`config.mk`:
```
export PLATFORM = sky130hd
export DESIGN_NAME = vga_scanout_flat
export DESIGN_NICKNAME = d
export VERILOG_FILES = /design/src/rtl/vga_pkg.sv /design/src/rtl/vga_scanout_if.sv /design/src/rtl/vga_timing_gen.sv /design/src/rtl/vga_scanout.sv /design/src/flat_wrapper.sv
export SDC_FILE = /design/constraint.sdc
export NUM_CORES = 1
export LEC_CHECK = 0
export ABC_AREA = 1
export BUFFER_PORTS_ARGS = -buffer_cell sky130_fd_sc_hd__buf_2
export CAP_MARGIN = 20
export CORE_UTILIZATION = 55
export CTS_CLUSTER_DIAMETER = 60
export DETAILED_ROUTE_END_ITERATION = 6
export HOLD_SLACK_MARGIN = 0.06
export MAX_ROUTING_LAYER = met4
export PLACE_DENSITY = 0.86
export SETUP_SLACK_MARGIN = 0.02
export SLEW_MARGIN = 20
export SYNTH_ARGS = -nofsm -noshare
export SYNTH_HDL_FRONTEND = slang
export SYNTH_SLANG_ARGS = --single-unit
```
`constraint.sdc`:
```
create_clock -name clk -period 2.9 [get_ports clk]
set_clock_uncertainty 0.15 [all_clocks]
set_input_delay 0.58 -clock clk [delete_from_list [all_inputs] [get_ports clk]]
set_output_delay 0.58 -clock clk [all_outputs]
set_load 0.05 [all_outputs]
```
`src/rtl/vga_pkg.sv`:
```
// Shared types, widths and helpers for the VGA scan-out engine.
// Timing bounds are derived once here and handed to the sub-blocks.
package vga_pkg;

    localparam int DISPLAY_CDEPTH    = 4;
    localparam int MM_CSR_ADDR_WIDTH = 4;
    localparam int MM_CSR_DATA_WIDTH = 32;

    typedef enum logic [1:0] {
        PIX_RGB565 = 2'd0,
        PIX_RGB444 = 2'd1,
        PIX_GREY8  = 2'd2
    } pix_fmt_e;

    typedef enum logic {
        CSR_IDLE,
        CSR_WRITE
    } csr_state_e;

    typedef struct packed {
        logic [DISPLAY_CDEPTH-1:0] r;
        logic [DISPLAY_CDEPTH-1:0] g;
        logic [DISPLAY_CDEPTH-1:0] b;
    } rgb_t;

    typedef struct packed {
        int h_active;
        int h_total;
        int hs_start;
        int hs_end;
        int v_active;
        int v_total;
        int vs_start;
        int vs_end;
    } vga_timing_t;

    function automatic vga_timing_t make_timing(
        int ha, int hfp, int hs, int hbp,
        int va, int vfp, int vs, int vbp
    );
        vga_timing_t t;
        t.h_active = ha;
        t.h_total  = ha + hfp + hs + hbp;
        t.hs_start = ha + hfp;
        t.hs_end   = ha + hfp + hs;
        t.v_active = va;
        t.v_total  = va + vfp + vs + vbp;
        t.vs_start = va + vfp;
        t.vs_end   = va + vfp + vs;
        return t;
    endfunction

    // Left-align a w-bit field in 8 bits, then keep the top D bits;
    // narrow fields come out zero-padded on the right.
    function automatic logic [DISPLAY_CDEPTH-1:0] field(
        logic [15:0] d, int lsb, int w
    );
        logic [31:0] t;
        t = (32'(d) >> lsb) << (8 - w);
        return t[7 -: DISPLAY_CDEPTH];
    endfunction

    function automatic rgb_t unpack(pix_fmt_e fmt, logic [15:0] d);
        rgb_t p;
        p = '0;
        case (fmt)
            PIX_RGB565: begin
                p.r = field(d, 11, 5);
                p.g = field(d, 5, 6);
                p.b = field(d, 0, 5);
            end
            PIX_RGB444: begin
                p.r = field(d, 8, 4);
                p.g = field(d, 4, 4);
                p.b = field(d, 0, 4);
            end
            PIX_GREY8: begin
                p.r = field(d, 0, 8);
                p.g = field(d, 0, 8);
                p.b = field(d, 0, 8);
            end
            default: p = '0;
        endcase
        return p;
    endfunction

endpackage

```
`src/rtl/vga_scanout_if.sv`:
```
// Frame stream sink and DMA restart CSR master bundled together.
// master is the scan-out side, slave is the system side.
interface vga_scanout_if
    import vga_pkg::*;
#(
    parameter int ST_DATA_WIDTH = 16
);

    logic                         st_ready;
    logic [ST_DATA_WIDTH-1:0]     st_data;
    logic                         st_startofpacket;
    logic                         st_endofpacket;
    logic                         st_valid;

    logic                         mm_csr_write;
    logic [MM_CSR_ADDR_WIDTH-1:0] mm_csr_address;
    logic [MM_CSR_DATA_WIDTH-1:0] mm_csr_writedata;
    logic                         mm_csr_waitrequest;

    modport master (
        output st_ready,
        input  st_data,
        input  st_startofpacket,
        input  st_endofpacket,
        input  st_valid,
        output mm_csr_write,
        output mm_csr_address,
        output mm_csr_writedata,
        input  mm_csr_waitrequest
    );

    modport slave (
        input  st_ready,
        output st_data,
        output st_startofpacket,
        output st_endofpacket,
        output st_valid,
        input  mm_csr_write,
        input  mm_csr_address,
        input  mm_csr_writedata,
        output mm_csr_waitrequest
    );

endinterface

```
`src/rtl/vga_timing_gen.sv`:
```
// Horizontal/vertical counters with active, sync-window and frame strobes.
// Counters start on the first blanking line so reset lands on a restart point.
module vga_timing_gen
    import vga_pkg::*;
#(
    parameter vga_timing_t TIM = make_timing(640, 16, 96, 48, 480, 10, 2, 33)
) (
    input  logic clk,
    input  logic reset,
    output logic active,
    output logic hs_win,
    output logic vs_win,
    output logic restart,
    output logic first_pix,
    output logic last_pix
);

    localparam int HW = $clog2(TIM.h_total);
    localparam int VW = $clog2(TIM.v_total);

    localparam logic [31:0] H_ACT = 32'(TIM.h_active);
    localparam logic [31:0] H_END = 32'(TIM.h_total - 1);
    localparam logic [31:0] HS_B  = 32'(TIM.hs_start);
    localparam logic [31:0] HS_E  = 32'(TIM.hs_end);
    localparam logic [31:0] V_ACT = 32'(TIM.v_active);
    localparam logic [31:0] V_END = 32'(TIM.v_total - 1);
    localparam logic [31:0] VS_B  = 32'(TIM.vs_start);
    localparam logic [31:0] VS_E  = 32'(TIM.vs_end);

    logic [HW-1:0] h;
    logic [VW-1:0] v;
    logic [31:0]   hx;
    logic [31:0]   vx;

    assign hx = 32'(h);
    assign vx = 32'(v);

    always_ff @(posedge clk) begin
        if (reset) begin
            h <= '0;
            v <= VW'(TIM.v_active);
        end else if (hx == H_END) begin
            h <= '0;
            v <= (vx == V_END) ? '0 : v + 1'b1;
        end else begin
            h <= h + 1'b1;
        end
    end

    assign active    = (hx < H_ACT) && (vx < V_ACT);
    assign hs_win    = (hx >= HS_B) && (hx < HS_E);
    assign vs_win    = (vx >= VS_B) && (vx < VS_E);
    assign restart   = (hx == 32'd0) && (vx == V_ACT);
    assign first_pix = (hx == 32'd0) && (vx == 32'd0);
    assign last_pix  = (hx == H_ACT - 32'd1) && (vx == V_ACT - 32'd1);

endmodule

```
`src/rtl/vga_scanout.sv`:
```
// Parametrised VGA scan-out: sync generation, stream pixel fetch,
// per-frame DMA restart write and underflow/framing status.
module vga_scanout
    import vga_pkg::*;
#(
    parameter int H_ACTIVE      = 640,
    parameter int H_FP          = 16,
    parameter int H_SYNC        = 96,
    parameter int H_BP          = 48,
    parameter int V_ACTIVE      = 480,
    parameter int V_FP          = 10,
    parameter int V_SYNC        = 2,
    parameter int V_BP          = 33,
    parameter bit HS_POL        = 1'b0,
    parameter bit VS_POL        = 1'b0,
    parameter int ST_DATA_WIDTH = 16,
    parameter int PIX_FMT       = 0,
    parameter int RESTART_ADDR  = 0
) (
    input  logic                      clk,
    input  logic                      reset,
    input  logic                      enable,
    vga_scanout_if.master             bus,
    output logic                      vga_hs_out,
    output logic                      vga_vs_out,
    output logic [DISPLAY_CDEPTH-1:0] vga_r,
    output logic [DISPLAY_CDEPTH-1:0] vga_g,
    output logic [DISPLAY_CDEPTH-1:0] vga_b,
    output logic                      underflow,
    output logic                      sop_err
);

    localparam vga_timing_t TIM = make_timing(
        H_ACTIVE, H_FP, H_SYNC, H_BP,
        V_ACTIVE, V_FP, V_SYNC, V_BP
    );
    localparam pix_fmt_e FMT = pix_fmt_e'(PIX_FMT);

    logic active;
    logic hs_win;
    logic vs_win;
    logic restart;
    logic first_pix;
    logic last_pix;

    vga_timing_gen #(
        .TIM (TIM)
    ) u_timing (
        .clk       (clk),
        .reset     (reset),
        .active    (active),
        .hs_win    (hs_win),
        .vs_win    (vs_win),
        .restart   (restart),
        .first_pix (first_pix),
        .last_pix  (last_pix)
    );

    logic                     frame_en;
    logic                     req;
    logic                     accept;
    logic [ST_DATA_WIDTH-1:0] pix_word;
    rgb_t                     pix;
    logic                     u_acc;
    logic                     s_acc;

    assign req          = active & frame_en;
    assign accept       = req & bus.st_valid;
    assign bus.st_ready = req;
    assign pix_word     = bus.st_data;
    assign pix          = unpack(FMT, pix_word[15:0]);

    // Colour and syncs share one register stage to stay aligned.
    always_ff @(posedge clk) begin
        if (reset) begin
            {vga_r, vga_g, vga_b} <= '0;
            vga_hs_out            <= !HS_POL;
            vga_vs_out            <= !VS_POL;
        end else begin
            {vga_r, vga_g, vga_b} <= accept ? pix : '0;
            vga_hs_out            <= hs_win ? HS_POL : !HS_POL;
            vga_vs_out            <= vs_win ? VS_POL : !VS_POL;
        end
    end

    always_ff @(posedge clk) begin
        if (reset) begin
            frame_en  <= 1'b0;
            u_acc     <= 1'b0;
            s_acc     <= 1'b0;
            underflow <= 1'b0;
            sop_err   <= 1'b0;
        end else if (restart) begin
            frame_en  <= enable;
            underflow <= u_acc;
            sop_err   <= s_acc;
            u_acc     <= 1'b0;
            s_acc     <= 1'b0;
        end else begin
            if (req && !bus.st_valid)
                u_acc <= 1'b1;
            if (accept && first_pix && !bus.st_startofpacket)
                s_acc <= 1'b1;
            if (accept && bus.st_endofpacket && !last_pix)
                s_acc <= 1'b1;
        end
    end

    csr_state_e state;
    logic       csr_write;

    // Restarts seen while a write is still stalled are not queued.
    always_ff @(posedge clk) begin
        if (reset) begin
            state     <= CSR_IDLE;
            csr_write <= 1'b0;
        end else begin
            case (state)
                CSR_IDLE: begin
                    if (restart && enable) begin
                        state     <= CSR_WRITE;
                        csr_write <= 1'b1;
                    end
                end
                CSR_WRITE: begin
                    if (!bus.mm_csr_waitrequest) begin
                        state     <= CSR_IDLE;
                        csr_write <= 1'b0;
                    end
                end
                default: begin
                    state     <= CSR_IDLE;
                    csr_write <= 1'b0;
                end
            endcase
        end
    end

    assign bus.mm_csr_write     = csr_write;
    assign bus.mm_csr_address   = MM_CSR_ADDR_WIDTH'(RESTART_ADDR);
    assign bus.mm_csr_writedata = MM_CSR_DATA_WIDTH'(1);

endmodule
```
`src/flat_wrapper.sv`:
```
// flat-port wrapper written by rule: the top's interface ports become plain ports
module vga_scanout_flat import vga_pkg::*;
#(
    parameter int H_ACTIVE      = 640,
    parameter int H_FP          = 16,
    parameter int H_SYNC        = 96,
    parameter int H_BP          = 48,
    parameter int V_ACTIVE      = 480,
    parameter int V_FP          = 10,
    parameter int V_SYNC        = 2,
    parameter int V_BP          = 33,
    parameter bit HS_POL        = 1'b0,
    parameter bit VS_POL        = 1'b0,
    parameter int ST_DATA_WIDTH = 16,
    parameter int PIX_FMT       = 0,
    parameter int RESTART_ADDR  = 0
)
  (clk, reset, enable, vga_hs_out, vga_vs_out, vga_r, vga_g, vga_b, underflow, sop_err, bus_st_ready, bus_st_data, bus_st_startofpacket, bus_st_endofpacket, bus_st_valid, bus_mm_csr_write, bus_mm_csr_address, bus_mm_csr_writedata, bus_mm_csr_waitrequest);
  vga_scanout_if #(.ST_DATA_WIDTH(ST_DATA_WIDTH)) bus_i ();
  input  logic clk;
  input  logic reset;
  input  logic enable;
  output logic vga_hs_out;
  output logic vga_vs_out;
  output logic [DISPLAY_CDEPTH-1:0] vga_r;
  output logic [DISPLAY_CDEPTH-1:0] vga_g;
  output logic [DISPLAY_CDEPTH-1:0] vga_b;
  output logic underflow;
  output logic sop_err;
  output wire logic [$bits(bus_i.st_ready)-1:0] bus_st_ready;
  input wire logic [$bits(bus_i.st_data)-1:0] bus_st_data;
  input wire logic [$bits(bus_i.st_startofpacket)-1:0] bus_st_startofpacket;
  input wire logic [$bits(bus_i.st_endofpacket)-1:0] bus_st_endofpacket;
  input wire logic [$bits(bus_i.st_valid)-1:0] bus_st_valid;
  output wire logic [$bits(bus_i.mm_csr_write)-1:0] bus_mm_csr_write;
  output wire logic [$bits(bus_i.mm_csr_address)-1:0] bus_mm_csr_address;
  output wire logic [$bits(bus_i.mm_csr_writedata)-1:0] bus_mm_csr_writedata;
  input wire logic [$bits(bus_i.mm_csr_waitrequest)-1:0] bus_mm_csr_waitrequest;
  assign bus_st_ready = bus_i.st_ready;
  assign bus_i.st_data = bus_st_data;
  assign bus_i.st_startofpacket = bus_st_startofpacket;
  assign bus_i.st_endofpacket = bus_st_endofpacket;
  assign bus_i.st_valid = bus_st_valid;
  assign bus_mm_csr_write = bus_i.mm_csr_write;
  assign bus_mm_csr_address = bus_i.mm_csr_address;
  assign bus_mm_csr_writedata = bus_i.mm_csr_writedata;
  assign bus_i.mm_csr_waitrequest = bus_mm_csr_waitrequest;
  vga_scanout #(.H_ACTIVE(H_ACTIVE), .H_FP(H_FP), .H_SYNC(H_SYNC), .H_BP(H_BP), .V_ACTIVE(V_ACTIVE), .V_FP(V_FP), .V_SYNC(V_SYNC), .V_BP(V_BP), .HS_POL(HS_POL), .VS_POL(VS_POL), .ST_DATA_WIDTH(ST_DATA_WIDTH), .PIX_FMT(PIX_FMT), .RESTART_ADDR(RESTART_ADDR)) u_core (.clk(clk), .reset(reset), .enable(enable), .bus(bus_i), .vga_hs_out(vga_hs_out), .vga_vs_out(vga_vs_out), .vga_r(vga_r), .vga_g(vga_g), .vga_b(vga_b), .underflow(underflow), .sop_err(sop_err));
endmodule
```
==> out/results.tsv, run 1 <==
stage	metric	value	unit
clocking	Num CTS Buffers	5	
status	status	complete, no violations	
critical_path	WP data arrival	1.50	ns
final_layout	Diodes inserted	0	
clocking	clock buffer depth	2	
clocking	H-tree Lvls	2	
global_routing	total gr overflow	0	
placement	pre-CTS setup slack	1.010	ns
final_layout	commonest non-fill, non-tap cell in the layout	nand2_1	
clocking	cts hold-fix bufs	0	
critical_path	Critical Path Max Stage Delay	0.44	ns
placement	Placer Congestion	0.8511	
critical_path	critical path type	reg -> out	
sta	final slew viol count	0	
min_path	HP Class	reg -> reg	
yosys	synthesized flop and latch total	41	
die	IO Pins	77	
sta	Fmax achieved	0.4484	GHz
sta	setup TNS	0	ns
final_layout	leading cell types in the layout, fill and taps excluded	60 x nand2_1, 45 x inv_1, 41 x dfxtp_1, 38 x nor2_1	
routing	drt wl/cell	10.54	microns
placement	number of port buffers	36	
placement	placed cell count	400	
placement	placed cell areas	2419	sq um
final_layout	fillers	364	
final_layout	share of layout cells above drive strength 1	0.2346	
yosys	sequential share of the synthesized area	0.3491	
die	die width	67.38	microns
die	num rows	23	
final_layout	area grow syn2layout	8.728	%
die	Core Area	4058	sq um
sta	RSZ-0062 raised after global routing	no	
global_routing	largest net degree at the start of global routing	15	
critical_path	slowest library cell on the worst path	dfxtp_1	
clocking	root buffer cell	clkbuf_8	
routing	Final ANT Viol Nets	0	
critical_path	critical path fanouts, max	5	
routing	Vias	1876	
final_layout	Final Core Density	0.6300	
power_and_ir_drop	Peak VDD IR	0.2869	mV
critical_path	crit-path cells	inv_1, nor2_1, nor2_2, nand2_1, inv_2, buf_2	
clocking	CTS sink cnt	41	
sta	Setup violations, final	0	
power_and_ir_drop	total power	1.335	mW
sta	Final min period	2.230	ns
global_routing	vias in the first global route	1545	
global_routing	initial antenna violation count	0	
clocking	clock transition at the registers of the reported paths	0.08	ns
critical_path	Worst setup EP type	primary output	
critical_path	critical path startpoint category	flip-flop	
routing	WL final	4300	microns
yosys	Mapped Area	2351	sq um
placement	DP HPWL	3227	microns
routing	Remaining DRCs	0	
clocking	clk_lat worst skew	0.30	ns
sta	final setup slack of the worst path	0.6696	ns
power_and_ir_drop	Pwr Density	522.4	nW/um^2
routing	DR vias/cell	4.598	
run	max-cap viol count	0	
die	Die ar.	4540	sq um
sta	Hold Slack	0.3049	ns
die	Die H	67.38	microns
routing	Initial DRT Pass Iterations	4	
clocking	CTS resizes	0	
critical_path	Worst EP required	2.17	ns
yosys	syn_area_per_cell	7.393	sq um
die	Initial Utilization	0.5794	
yosys	Ys Warns	0	
clocking	setup bufs post-CTS	0	
sta	final period utilization	0.7691	
final_layout	fin nets	384	
yosys	Distinct cells, synth	37	
global_routing	first-pass GRT wire length	6444	microns
global_routing	GRT Overall Usage	0.2012	
clocking	TritonCTS clock tree	built	
final_layout	non-filler cells, final	408	
yosys	Mapped Cells	318	
routing	number of DRC markers in iteration 0	151	
sta	Fin. Hold Viols	0	
power_and_ir_drop	Leak	1.297	nW
final_layout	Design Area, Final	2556	sq um
report_power, final:
| group | leakage (nW) | switching, mW | total (mW) | internal [mW] |
|---|---|---|---|---|
| clock network | 0.0687 | 0.214 | 0.561 | 0.346 |
| registers | 0.332 | 0.00722 | 0.581 | 0.573 |
| logic | 0.896 | 0.162 | 0.194 | 0.0320 |
| total | 1.30 | 0.384 | 1.34 | 0.952 |
critical path, delay by kind of cell, from the launching register on:
| family | cells | cell delay, ns |
|---|---|---|
| DFF | 1 | 0.44 |
| buffers and inverters | 3 | 0.39 |
| and+or+nand+nor | 3 | 0.36 |
routing by layer:
layer  vias to the layer above  track usage  share of wire
li1                        981            -              -
met1                       822       0.2247           0.43
met2                        63       0.3213           0.49
met3                        10      0.05068          0.053
met4                         0       0.1223          0.027
met5                         -            -              0
Yosys cell counts, drive strengths merged:
library cell / n / area (sq um)
o22ai: 2 / 18.77
inv: 50 / 187.7
buf: 38 / 296.5
and2: 1 / 6.260
nand4: 5 / 37.53
o211ai: 2 / 15.01
o2111ai: 1 / 8.760
nand3b: 1 / 7.510
nand2: 64 / 255.3
conb: 2 / 7.510
nand3: 27 / 187.7
nor2: 57 / 290.3
nor3b: 2 / 20.02
a21oi: 6 / 30.03
clkbuf: 1 / 13.76
xor2: 4 / 35.03
o21ai: 5 / 28.77
dfxtp: 41 / 820.8
ha: 4 / 50.05
xnor2: 1 / 8.760
nor3: 4 / 25.02
sequential cells by signal (all words and copies together), names as in the netlist:
name / cells
u_core.vga_r: 4
u_core.u_timing.h: 10
u_core.underflow: 1
u_core.u_acc: 1
u_core.bus.mm_csr_write: 1
u_core.state: 1
u_core.frame_en: 1
u_core.vga_hs_out: 1
u_core.vga_b: 4
u_core.vga_vs_out: 1
u_core.s_acc: 1
u_core.vga_g: 4
u_core.sop_err: 1
u_core.u_timing.v: 10
cells by family (layout without fill, tap and decap cells):
group                      count (synthesis)  after routing  share of synthesized area
AOI/OAI and AO/OA                         16             16                    0.04310
xor gates and xnor gates                   5              5                    0.01863
adders and majority gates                  4              4                    0.02129
buffers and inverters                     89             95                     0.2118
DFF                                       41             41                     0.3491
other                                      2             36                   0.003194
and+or+nand+nor                          161            161                     0.3528
final cells by class:
| cell class | instances | area, sq um | area share |
|---|---|---|---|
| sequential | 41 | 820.8 | 0.3211 |
| multi-input combinational | 222 | 1160 | 0.4537 |
| timing repair buffer | 37 | 187.7 | 0.07342 |
| tap | 50 | 62.56 | 0.02447 |
| inverter | 50 | 187.7 | 0.07342 |
| clock buffer | 5 | 68.82 | 0.02692 |
| clock inverter | 3 | 68.82 | 0.02692 |
worst paths after layout:
kind                                            from                   end  slack (ns)  depth (start not counted)
worst min register to register       u_core.frame_en       u_core.frame_en        0.30                          2
worst max register to register  u_core.u_timing.h[0]  u_core.u_timing.v[4]        1.04                          8
worst min-delay path                 u_core.frame_en       u_core.frame_en        0.30                          2
worst max-delay path            u_core.u_timing.h[7]          bus_st_ready        0.67                          6
(Power assumes the default switching activity.)
==> run 2, diff against run 1 <==
- CORE_UTILIZATION: 55 -> 46
- PLACE_DENSITY: 0.86 -> 0.77
- clock period: 2.9 -> 2 ns (I/O delays scaled with it)
==> out/results.tsv, run 2 (synthesized netlist as in run 1, its figures left out) <==
stage	metric	value	unit	change
status	status	complete, no violations		
routing	number of DRC markers in iteration 0	80		-47%
critical_path	critical path fanouts, max	5		unchanged
sta	final period utilization	0.9664		
critical_path	slowest library cell on the worst path	dfxtp_4		
routing	WL final	4165	microns	-3.1%
die	Core Area	4817	sq um	+19%
run	max-cap viol count	0		unchanged
global_routing	vias in the first global route	1682		+8.9%
clocking	H-tree Lvls	2		unchanged
sta	Fin. Hold Viols	0		unchanged
critical_path	critical path's most frequent cell	nand2_2		
sta	Setup violations, final	0		unchanged
global_routing	initial antenna violation count	0		unchanged
sta	setup TNS	0	ns	unchanged
placement	DP HPWL	3168	microns	-1.8%
clocking	cts hold-fix bufs	0		unchanged
critical_path	Worst setup EP type	primary output		
clocking	clock transition at the registers of the reported paths	0.08	ns	about the same
sta	Final min period	1.933	ns	
final_layout	Diodes inserted	0		unchanged
routing	Initial DRT Pass Iterations	4		unchanged
placement	number of port buffers	36		unchanged
routing	drt wl/cell	9.709	microns	-7.9%
clocking	CTS sink cnt	41		unchanged
routing	Vias	1870		-0.32%
die	IO Pins	77		unchanged
final_layout	biggest regs	u_core.u_timing.h x10, u_core.u_timing.v x10		
final_layout	share of layout cells above drive strength 1	0.2680		+0.03332
die	die width	73.49	microns	+9.1%
clocking	root buffer cell	clkbuf_8		
final_layout	Final Core Density	0.5423		-0.08763
min_path	HP Class	in -> reg		
critical_path	critical path startpoint category	flip-flop		
die	num rows	25		+8.7%
sta	final slew viol count	0		unchanged
placement	placed cell areas	2455	sq um	+1.5%
routing	Final ANT Viol Nets	0		unchanged
routing	Remaining DRCs	0		unchanged
global_routing	first-pass GRT wire length	7203	microns	+12%
global_routing	largest net degree at the start of global routing	15		unchanged
critical_path	crit-path cells	inv_4, nand2_1, nor2_2, nand2_2, nand2_2, inv_2, buf_6		
clocking	Num CTS Buffers	5		unchanged
power_and_ir_drop	Peak VDD IR	0.3174	mV	+11%
critical_path	WP data arrival	1.38	ns	-0.12 ns
final_layout	leading cell types in the layout, fill and taps excluded	58 x nand2_1, 45 x inv_1, 36 x nor2_1, 36 x conb_1, 36 x dfxtp_1		
die	Die ar.	5401	sq um	+19%
global_routing	GRT Overall Usage	0.1807		-0.02056
power_and_ir_drop	Pwr Density	690.5	nW/um^2	+32%
die	Initial Utilization	0.4881		-0.09135
critical_path	worst reg2reg setup slack	0.21	ns	-0.83 ns
routing	DR vias/cell	4.359		-5.2%
clocking	TritonCTS clock tree	built		
power_and_ir_drop	Leak	1.305	nW	+0.66%
final_layout	Design Area, Final	2613	sq um	+2.2%
clocking	clk_lat worst skew	0.31	ns	about the same
placement	Placer Congestion	0.8600		+1.0%
clocking	clock buffer depth	2		unchanged
global_routing	total gr overflow	0		unchanged
critical_path	Critical Path Max Stage Delay	0.37	ns	-0.07 ns
final_layout	fin nets	388		+1.0%
critical_path	Worst EP required	1.45	ns	-0.72 ns
sta	Fmax achieved	0.5174	GHz	
die	Die H	73.49	microns	+9.1%
final_layout	area grow syn2layout	11.12	%	
critical_path	critical path type	reg -> out		
final_layout	commonest non-fill, non-tap cell in the layout	nand2_1		
==> run 2: changes by cell type in the layout (fill, tap and decap cells not counted), sizes merged <==
cell / previous run / this run
inv: 51 / 50
buf: 37 / 41
bufinv: 2 / 1
clkinv: 0 / 1
clkinvlp: 0 / 1
==> run 2: stage by stage <==
step	worst slack (ns)	cells	hold slack, ns	total power [mW]
6_report	0.06716	429	0.1527	1.804
2_1_floorplan	0.5017	352	0.2696	1.158
3_5_place_dp	0.2049	419	0.2864	1.141
3_3_place_gp	0.2479	419	0.2843	1.139
4_1_cts	0.02241	427	0.1450	1.824
5_1_grt	-0.005440	429	0.1452	1.886
==> run 2: layout make-up <==
type	count	area, sq um
clock inverter	3	46.29
inverter	50	190.2
tap	67	83.83
timing repair buffer	41	224.0
fill	469	2205
sequential	41	829.5
multi-input combinational	222	1170
clock buffer	5	68.82
==> run 2: what timing repair did <==
item / CTS / global route
buffers inserted: 0 / 2
endpoints found under the setup margin: 1 / 1
hold endpoints to repair: 0 / 0
gates resized for setup: 4 / 9
pin swaps: 0 / 1
==> run 2: critical path, delay by kind of cell, from the launching register on <==
family                 cells  cell delay, ns
buffers and inverters      3            0.28
flip-flops                 1            0.37
AND/OR/NAND/NOR            4            0.42
==> run 2: report_power, final <==
part | internal (mW) | leakage, nW | switching [mW]
Clock | 0.373 | 0.0543 | 0.309
Combinational | 0.0490 | 0.918 | 0.232
Sequential | 0.830 | 0.333 | 0.0103
==> run 2: path summary, 6_finish.rpt <==
check | depth (start not counted) | from | endpoint
max | 7 | u_core.u_timing.v[9] | bus_st_ready
min | 3 | bus_st_data[9] | u_core.vga_g[2]
max reg2reg | 8 | u_core.u_timing.h[0] | u_core.u_timing.v[9]
min reg2reg | 2 | u_core.frame_en | u_core.frame_en
==> run 2: metal layers <==
| metal | vias to the layer above | global-route usage | routed length [microns] |
|---|---|---|---|
| li1 | 993 | - | - |
| met1 | 831 | 0.2064 | 1842 |
| met2 | 37 | 0.2895 | 2070 |
| met3 | 9 | 0.05624 | 158 |
| met4 | 0 | 0.08120 | 95 |
| met5 | - | - | 0 |
